==> config.mk <==
export PLATFORM = sky130hd
export DESIGN_NAME = rgb_frame_capture
export DESIGN_NICKNAME = d
export VERILOG_FILES = /design/src/rtl/rgb_frame_capture.sv
export SDC_FILE = /design/constraint.sdc
export NUM_CORES = 1
export LEC_CHECK = 0
export CORE_MARGIN = 2
export CORE_UTILIZATION = 65
export CTS_CLUSTER_SIZE = 40
export DETAILED_ROUTE_END_ITERATION = 6
export DONT_BUFFER_PORTS = 1
export PLACE_DENSITY = 0.81
export SETUP_SLACK_MARGIN = 0.15
export SYNTH_ARGS = -nofsm -noshare
export SYNTH_HDL_FRONTEND = slang
export SYNTH_SLANG_ARGS = --single-unit
==> constraint.sdc <==
create_clock -name clk -period 7.6 [get_ports clk]
set_input_delay 1.52 -clock clk [delete_from_list [all_inputs] [get_ports clk]]
set_output_delay 1.52 -clock clk [all_outputs]
set_load 0.01 [all_outputs]
==> src/rtl/rgb_frame_capture.sv <==
// -----------------------------------------------------------------------------
// rgb_frame_capture
//
// Captures one RGB frame from a valid/ready pixel stream into a flat frame
// buffer, row-major at address y*W + x. The address is a plain incrementing
// counter, so no multiplier is needed. Stream framing is checked along the
// way: a mid-frame SOF, a misplaced EOL and an illegal frame size are each
// reported on a sticky flag. The downstream matrix-compare stage may read the
// buffer once frame_done has pulsed.
//
// Optional feature macro: RGB_FRAME_CAPTURE_CHECKSUM_EN
//   When defined, per-channel running sums (sum_r, sum_g, sum_b) of every
//   written pixel are added as outputs.
//
// Ports
//   clk, rst            clock, synchronous active-high reset
//   start               one-cycle pulse arming a capture (ignored while busy)
//   cfg_width/height    frame size, sampled on start (legal 1..W_MAX / H_MAX)
//   s_valid/s_ready     pixel stream handshake (s_ready is registered)
//   s_data              pixel {R,G,B}, R in the MSBs
//   s_sof / s_eol       first pixel of frame / last pixel of line
//   mem_we/addr/wdata   registered frame-buffer write port
//   busy                high from accepted start until DONE is left
//   frame_done          one-cycle completion pulse, one cycle after last write
//   err_sof/line/cfg    sticky framing / configuration error flags
//   pix_cnt             pixels written in the current or last frame
//   sum_r/g/b           (macro only) channel sums over written pixels
// -----------------------------------------------------------------------------
module rgb_frame_capture #(
    parameter int CW    = 8,
    parameter int W_MAX = 640,
    parameter int H_MAX = 480,
    parameter int AW    = $clog2(W_MAX * H_MAX)
) (
    input  logic              clk,
    input  logic              rst,
    input  logic              start,
    input  logic [15:0]       cfg_width,
    input  logic [15:0]       cfg_height,
    input  logic              s_valid,
    output logic              s_ready,
    input  logic [3*CW-1:0]   s_data,
    input  logic              s_sof,
    input  logic              s_eol,
    output logic              mem_we,
    output logic [AW-1:0]     mem_addr,
    output logic [3*CW-1:0]   mem_wdata,
    output logic              busy,
    output logic              frame_done,
    output logic              err_sof,
    output logic              err_line,
    output logic              err_cfg,
    output logic [AW:0]       pix_cnt
`ifdef RGB_FRAME_CAPTURE_CHECKSUM_EN
    ,
    output logic [CW+AW-1:0]  sum_r,
    output logic [CW+AW-1:0]  sum_g,
    output logic [CW+AW-1:0]  sum_b
`endif
);

    typedef enum logic [1:0] {
        IDLE     = 2'd0,
        WAIT_SOF = 2'd1,
        CAPTURE  = 2'd2,
        DONE     = 2'd3
    } state_t;

    localparam logic [15:0] W_MAX_C  = 16'(W_MAX);
    localparam logic [15:0] H_MAX_C  = 16'(H_MAX);
    localparam logic [AW-1:0] ADDR_ONE = AW'(1);
    localparam logic [AW:0]   PIX_ONE  = (AW + 1)'(1);

    state_t        state;
    state_t        state_nxt;

    logic [15:0]   w_q;
    logic [15:0]   h_q;
    logic [15:0]   x_q;
    logic [15:0]   y_q;
    logic [AW-1:0] addr_q;

    logic          fire;
    logic          write_fire;
    logic          x_last;
    logic          y_last;
    logic          frame_last;
    logic          cfg_ok;
    logic          start_ok;

    // -------------------------------------------------------------------------
    // Next-state logic
    // -------------------------------------------------------------------------
    always_comb begin
        // NOTE: every signal driven here gets a default first, so no path
        // through the case statement can leave one unassigned and infer a latch.
        state_nxt  = state;
        fire       = s_valid && s_ready;
        write_fire = 1'b0;
        start_ok   = 1'b0;
        x_last     = (x_q == w_q - 16'd1);
        y_last     = (y_q == h_q - 16'd1);
        cfg_ok     = (cfg_width != 16'd0) && (cfg_height != 16'd0) &&
                     (cfg_width <= W_MAX_C) && (cfg_height <= H_MAX_C);

        case (state)
            IDLE: begin
                if (start && cfg_ok) begin
                    start_ok  = 1'b1;
                    state_nxt = WAIT_SOF;
                end
            end
            WAIT_SOF: begin
                // Pixels ahead of the SOF are dropped silently.
                if (fire && s_sof) begin
                    write_fire = 1'b1;
                end
            end
            CAPTURE: begin
                if (fire) begin
                    write_fire = 1'b1;
                end
            end
            DONE: begin
                state_nxt = IDLE;
            end
            default: begin
                state_nxt = IDLE;
            end
        endcase

        // A 1x1 frame completes on its SOF pixel, straight from WAIT_SOF.
        frame_last = write_fire && x_last && y_last;
        if (write_fire) begin
            state_nxt = frame_last ? DONE : CAPTURE;
        end
    end

    always_ff @(posedge clk) begin
        if (rst) begin
            state <= IDLE;
        end else begin
            state <= state_nxt;
        end
    end

    // -------------------------------------------------------------------------
    // Registered outputs and datapath
    // -------------------------------------------------------------------------
    always_ff @(posedge clk) begin
        // NOTE: sequential state uses non-blocking assignments so every
        // register samples the pre-edge values regardless of statement order.
        if (rst) begin
            s_ready    <= 1'b0;
            busy       <= 1'b0;
            frame_done <= 1'b0;
            mem_we     <= 1'b0;
            mem_addr   <= '0;
            mem_wdata  <= '0;
            err_sof    <= 1'b0;
            err_line   <= 1'b0;
            err_cfg    <= 1'b0;
            pix_cnt    <= '0;
            w_q        <= '0;
            h_q        <= '0;
            x_q        <= '0;
            y_q        <= '0;
            addr_q     <= '0;
        end else begin
            // Decoding next state keeps s_ready and busy exact functions of
            // the current state, with no combinational path from the inputs.
            s_ready    <= (state_nxt == WAIT_SOF) || (state_nxt == CAPTURE);
            busy       <= (state_nxt != IDLE);
            frame_done <= (state == DONE);
            mem_we     <= write_fire;

            if (state == IDLE && start) begin
                w_q <= cfg_width;
                h_q <= cfg_height;
                if (!start_ok) begin
                    err_cfg <= 1'b1;
                end else begin
                    err_cfg  <= 1'b0;
                    err_sof  <= 1'b0;
                    err_line <= 1'b0;
                    pix_cnt  <= '0;
                    x_q      <= '0;
                    y_q      <= '0;
                    addr_q   <= '0;
                end
            end

            if (write_fire) begin
                mem_addr  <= addr_q;
                mem_wdata <= s_data;
                addr_q    <= addr_q + ADDR_ONE;
                pix_cnt   <= pix_cnt + PIX_ONE;
                // Line position follows the configured width, never s_eol.
                if (x_last) begin
                    x_q <= '0;
                    y_q <= y_q + 16'd1;
                end else begin
                    x_q <= x_q + 16'd1;
                end
                if (s_eol != x_last) begin
                    err_line <= 1'b1;
                end
            end

            if (state == CAPTURE && fire && s_sof) begin
                err_sof <= 1'b1;
            end
        end
    end

`ifdef RGB_FRAME_CAPTURE_CHECKSUM_EN
    localparam int SW = CW + AW;

    always_ff @(posedge clk) begin
        if (rst) begin
            sum_r <= '0;
            sum_g <= '0;
            sum_b <= '0;
        end else if (start_ok) begin
            sum_r <= '0;
            sum_g <= '0;
            sum_b <= '0;
        end else if (write_fire) begin
            sum_r <= sum_r + SW'(s_data[3*CW-1 -: CW]);
            sum_g <= sum_g + SW'(s_data[2*CW-1 -: CW]);
            sum_b <= sum_b + SW'(s_data[CW-1:0]);
        end
    end
`endif

endmodule

==> results of run 1 <==
[layer usage]
metal	part of all wire [%]	routed length, um	global-route usage [%]	up-vias
met4	1.3	229	8.78	0
li1	-	-	-	3348
met1	44	7870	37.4	3152
met3	7.5	1330	8.59	21
met5	0	0	0	-
met2	47	8380	43.7	210
[stage by stage]
stage	power, mW	hold slack [ns]	cells
global placement	0.953	0.454	1069
detailed placement	0.955	0.463	1069
floorplan	0.946	0.444	981
finish	1.80	0.477	1101
global route	1.86	0.496	1101
CTS	1.81	0.478	1101
[flip-flops by register name (all words and copies together) (netlist names)]
name        flops
addr_q         19
busy            1
err_cfg         1
err_line        1
err_sof         1
frame_done      1
h_q            16
mem_addr       19
mem_wdata      24
mem_we          1
pix_cnt        20
s_ready         1
state           2
w_q            16
x_q            16
y_q            16
[Yosys cell counts (10+ instances only)]
cell and number:
xor2_1 20, inv_1 11, nand3b_1 11, nor4_1 17, and3_1 22, nand2_1 213
clkbuf_1 44, xnor2_1 34, nand4_1 14, a22o_1 10, dfxtp_1 155, o21ai_0 24
nor2_1 76, nand3_1 63, nor3_1 13, mux2i_1 11, ha_1 12, a21oi_1 106
[final timing paths]
path | startpoint | end | slack (ns) | cells past startpoint
setup / recovery | cfg_width[12] | addr_q[4] | 4.18 | 7
hold / removal | addr_q[17] | mem_addr[17] | 0.48 | 2
setup reg to reg | w_q[0] | s_ready | 4.34 | 11
hold reg to reg | addr_q[17] | mem_addr[17] | 0.48 | 2
[final cells by class]
| type | count | area [um2] | share of cell area, % |
|---|---|---|---|
| clock buffer | 22 | 474 | 5.76 |
| clock inverter | 10 | 130 | 1.58 |
| inverter | 11 | 41.3 | 0.501 |
| multi-input combinational | 757 | 4290 | 52.0 |
| sequential | 155 | 3100 | 37.7 |
| tap | 143 | 179 | 2.17 |
| timing repair buffer | 3 | 22.5 | 0.273 |
[critical path, stage by stage]
cell and delay [ns]:
nor4b_1 0.33, nand4_1 0.23, or3_1 0.43, nor3_2 0.39
nand2_1 0.32, nand2b_1 0.39, nor2_1 0.10
[power groups by stage]
stage,Combinational [mW],Clock (mW),Sequential (mW)
global route,0.112,0.909,0.840
detailed placement,0.0996,0,0.856
floorplan,0.0975,0,0.849
global placement,0.0977,0,0.855
finish,0.101,0.860,0.838
CTS,0.101,0.872,0.838
[logic make-up after synthesis]
group / share of synthesized area, %
flops: 40.4
fa+ha+maj: 1.96
simple gates: 30.6
xor+xnor: 6.16
mux: 1.63
buf+inv: 3.93
compound gates: 15.3
==> impl_metrics.toml, run 1 <==
[synthesis]
syn_avg_cell_area_um2 = 7.83
synthArstFlopShare_pct = 0
ys_types = 69
synth_edf_count = 0
synth_cells = 981
yosysWarnings = 0
yosysTopAreaCellShare_pct = 40.4
synthFlopType = "dfxtp_1"
synth.area.top_cells = "dfxtp_1 (40%), nand2_1 (10%), a21oi_1 (6.9%)"
syn_nets = 1055
yosys.area.top_type = "dfxtp_1"
netlist_area_um2 = 7680
ys_seq_elements = 155
seq_area_frac_synth_pct = 40.4

[route]
via_per_inst = 6.11
drtAntennaViolNets = 0
wl_per_cell_um = 16.2
wirelength_um = 17800
drt-initial-drc-count = 463
routed-via-count = 6731
drc_errors = 0
drt-pass1-iter-count = 5

[run]
maxCapViolCount = 0

[finish]
antennaDiodeCount = 0
final_common_cell = "nand2_1"
fin_area_um2 = 8240
most-common-layout-cells = "nand2_1 (213), dfxtp_1 (155), a21oi_1 (106)"
area_delta_synth_final_pct = 7.27
fillers = 912
nNetsFinal = 1019
utilization_pct = 71.8
drive_gt1_share_pct = 6.47

[place]
preCtsSetupSlack_ns = 3.77
place_area_um2 = 7630
dpl.hpwl_um = 12100
finalWeightedCongestion = 0.863
port_buffers = 0

[cts]
numCtsBuffers = 17
cts_num_sinks = 155
cts_buffer_depth = 2
clk-insertion-delay-late_ns = 0.42
root_buffer = "clkbuf_16"
cts_hold_buf = 0
cts-resized-gates = 0
cts_tree = "done"
cts_setup_buffers = 0
cts_max_level = 4
clk_pin_slew_worst_paths_ns = 0.06

[sta]
hold_viol = 0
period_share_pct = 45.0
maxSlewViolCount = 0
maxSlewHeadroom_pct = 20.6
rsz0062_at_grt = "no"
fin_setup_tns_ns = 0
fin_crit_ns = 3.42
worst_slew_pin_slew_ns = 1.19
max_freq_ghz = 0.293
finalWorstSetupSlack_ns = 4.18
setup_viol = 0
finClkSkew_ns = 0.00512

[critical_path]
cp.arrival_ns = 3.71
crit_type = "input pin to register"
crit_fanout = 10
end_kind = "register"
crit_required_ns = 7.90
worstSetupStartpointType = "input pin"

[grt]
grt_use_total_pct = 28.0
antenna_found_initial = 0
grt-ovfl-total = 0
grt_pass1_wl_um = 29000
grt_max_degree = 119
grt_pass1_vias = 6118

[floorplanning]
die_y_um = 113
pin_count = 132
dieWidth_um = 113
start_util_pct = 67.0
dieArea_um2 = 12700
core_um2 = 11500
row_count = 39

[power_and_ir_drop]
combinationalPowerShare_pct = 5.6
swShare_pct = 23.0
p_switching_mw = 0.414
p_seq_share_pct = 46.6
p_int_mw = 1.38
leakage_nw = 2.91
power_frac_clock_pct = 47.8
irDropWorstVdd_v = 0.000260
power.density_nw_per_um2 = 218

[outcome]
status = "finished clean"

[min_path]
min_path_type = "register to register"
Note: power is estimated with default switching activity, not from simulation.
==> run 2, diff against run 1 <==
CORE_UTILIZATION = 64   (was 65)
PLACE_DENSITY = 0.8   (was 0.81)
clock period = 3.4 ns   (was 7.6 ns; I/O delays follow)
==> run 2 against run 1 <==
  * Clock-buffer cell count is 3 lower
  * Worst setup slack worse by 3.8 ns
  * Sequential share of layout area is 0.29 points lower
  * Global-route usage is 0.096 points lower
  * Clock skew is 0.0032 ns higher
  * Total power is 120% higher
  * Critical path type is now register to register
  * First-iteration DRC count is 11% higher
  * Clock power is 130% higher
  * Combinational power is 120% higher
  * Sequential power is 120% higher
  * Highest routed layer unchanged
  * Largest cell class unchanged
  * Critical path depth is 4 higher
==> impl_metrics.toml, run 2 (same netlist as run 1, synthesis figures left out) <==
[route]
wl_per_cell_um = 16.0
drc_errors = 0
drt-initial-drc-count = 515
wirelength_um = 17800
routed-via-count = 6740
via_per_inst = 6.07
drt-pass1-iter-count = 5
drtAntennaViolNets = 0

[sta]
max_freq_ghz = 0.331
finClkSkew_ns = 0.00837
period_share_pct = 88.8
setup_viol = 0
worst_slew_pin_slew_ns = 0.759
fin_setup_tns_ns = 0
hold_viol = 0
rsz0062_at_grt = "yes"
maxSlewHeadroom_pct = 49.2
fin_crit_ns = 3.02
maxSlewViolCount = 0

[power_and_ir_drop]
irDropWorstVdd_v = 0.000532
p_int_mw = 3.12
power.density_nw_per_um2 = 487
leakage_nw = 2.95
p_seq_share_pct = 46.3
p_switching_mw = 0.922
power_frac_clock_pct = 48.1
combinationalPowerShare_pct = 5.6
swShare_pct = 22.8

[critical_path]
crit_start = "w_q[0]"
path_cells = "inv_1, ha_1, nor4b_4, and4b_1, a2111oi_2, o311ai_1, nor4_4, nand3_2, o31a_1, ha_1, nor2b_1"
rrSetupSlack_ns = 0.38
cp.arrival_ns = 3.34
cp_slowest_cell = "dfxtp_1"
r2r_start = "w_q[0]"
crit_end = "s_ready"
r2r_cells = 11
r2r_end = "s_ready"
path_delay_family = "simple AND/OR/NAND/NOR gates"
max_stage_delay_ns = 0.41
critPathBufInv = 1
crit_path_frequent_cell = "ha_1"
crit_type = "register to register"
path_depth = 11
crit_fanout = 7
end_kind = "register"
worstSetupStartpointType = "register"
crit_required_ns = 3.72

[grt]
grt-ovfl-total = 0
grt_pass1_wl_um = 29300
grt_max_degree = 119
antenna_found_initial = 0
grt_use_total_pct = 27.9
grt_pass1_vias = 6227

[finish]
largest_register_ffs = 24
drive_gt1_share_pct = 7.16
largestRegisters = "mem_wdata: 24 flops, pix_cnt: 20 flops"
utilization_pct = 70.0
area_delta_synth_final_pct = 8.10
final_common_cell = "nand2_1"
instances_no_fill = 1111
fin_area_um2 = 8300
regMostFlops = "mem_wdata"
nNetsFinal = 1026
antennaDiodeCount = 0
most-common-layout-cells = "nand2_1 (213), dfxtp_1 (155), a21oi_1 (106)"

[cts]
root_buffer = "clkbuf_16"
clk_pin_slew_worst_paths_ns = 0.06
cts_buffer_depth = 2
clk-insertion-delay-late_ns = 0.42
cts_tree = "done"
cts_setup_buffers = 0
numCtsBuffers = 17
cts_num_sinks = 155
cts_max_level = 4

[floorplanning]
start_util_pct = 64.7
dieArea_um2 = 12900
core_um2 = 11900
row_count = 40
dieWidth_um = 114
die_y_um = 114
pin_count = 132

[place]
place_area_um2 = 7690
finalWeightedCongestion = 0.924
port_buffers = 0
placedCellCount = 1080
dpl.hpwl_um = 12200

[outcome]
status = "finished clean"

[min_path]
hold_start = "rst"
min_path_type = "input pin to register"

[run]
maxCapViolCount = 0
==> run 2: cell count changes in the layout (fill, tap and decap cells not counted), sizes merged <==
cell      before  now
inv           16   15
clkbuf        22   19
bufinv         2    3
buf            3   10
clkinvlp       2    1
clkinv         1    4
==> run 2: worst reg2reg max path, cell delays in order, from the launching register on <==
cell and delay (ns):
dfxtp_1 0.41, inv_1 0.07, ha_1 0.26, nor4b_4 0.17
and4b_1 0.25, a2111oi_2 0.36, o311ai_1 0.21, nor4_4 0.31
nand3_2 0.14, o31a_1 0.32, ha_1 0.29, nor2b_1 0.13
==> run 2: worst min-delay path by stage <==
stage | endpoint | slack [ns] | cells after the start
6_report | mem_addr[6] | 0.33 | 1
5_1_grt | mem_addr[3] | 0.31 | 1
4_1_cts | pix_cnt[2] | 0.31 | 1
3_5_place_dp | h_q[15] | 0.46 | 2
3_3_place_gp | w_q[15] | 0.45 | 2
2_1_floorplan | mem_addr[18] | 0.44 | 2
==> run 2: layout make-up <==
type / count / area (um2)
Clock buffer: 19 / 443
Clock inverter: 12 / 160
Fill cell: 965 / 3560
Inverter: 11 / 41.3
Multi-Input combinational cell: 757 / 4290
Sequential cell: 155 / 3100
Tap cell: 147 / 184
Timing Repair Buffer: 10 / 75.1
==> run 2: what timing repair did <==
action,in CTS,in global routing
endpoints found under the setup margin,0,3
gates resized for setup,0,1
hold buffers,0,0
hold endpoints to repair,0,0
==> run 2: routing by layer <==
metal  routed length [um]  part of all wire [%]  track usage (%)  vias up
li1                     -                     -                -     3356
met1                 7860                    44             36.4     3154
met2                 8430                    47             44.3      205
met3                 1230                   6.9             8.66       25
met4                  305                   1.7             9.43        0
met5                    0                     0                0        -
==> run 2: power by group through the flow <==
stage | Sequential (mW) | Clock, mW | Combinational [mW]
after detailed placement | 1.91 | 0 | 0.224
final | 1.87 | 1.94 | 0.226
after CTS | 1.87 | 1.96 | 0.224
after global placement | 1.91 | 0 | 0.219
after floorplan | 1.90 | 0 | 0.218
after global routing | 1.88 | 2.03 | 0.249
==> run 2: stage by stage <==
step	setup WS [ns]	hold WS [ns]	power (mW)
final	0.380	0.331	4.04
after global routing	0.101	0.312	4.16
after CTS	0.374	0.309	4.06
after detailed placement	0.386	0.460	2.14
after global placement	0.462	0.454	2.13
after floorplan	0.532	0.444	2.12
==> run 3, diff against run 2 <==
CTS_CLUSTER_DIAMETER = 200   (was unset)
==> results of run 3 <==
The final DEF is identical to that of run 2; final timing and power are the same.
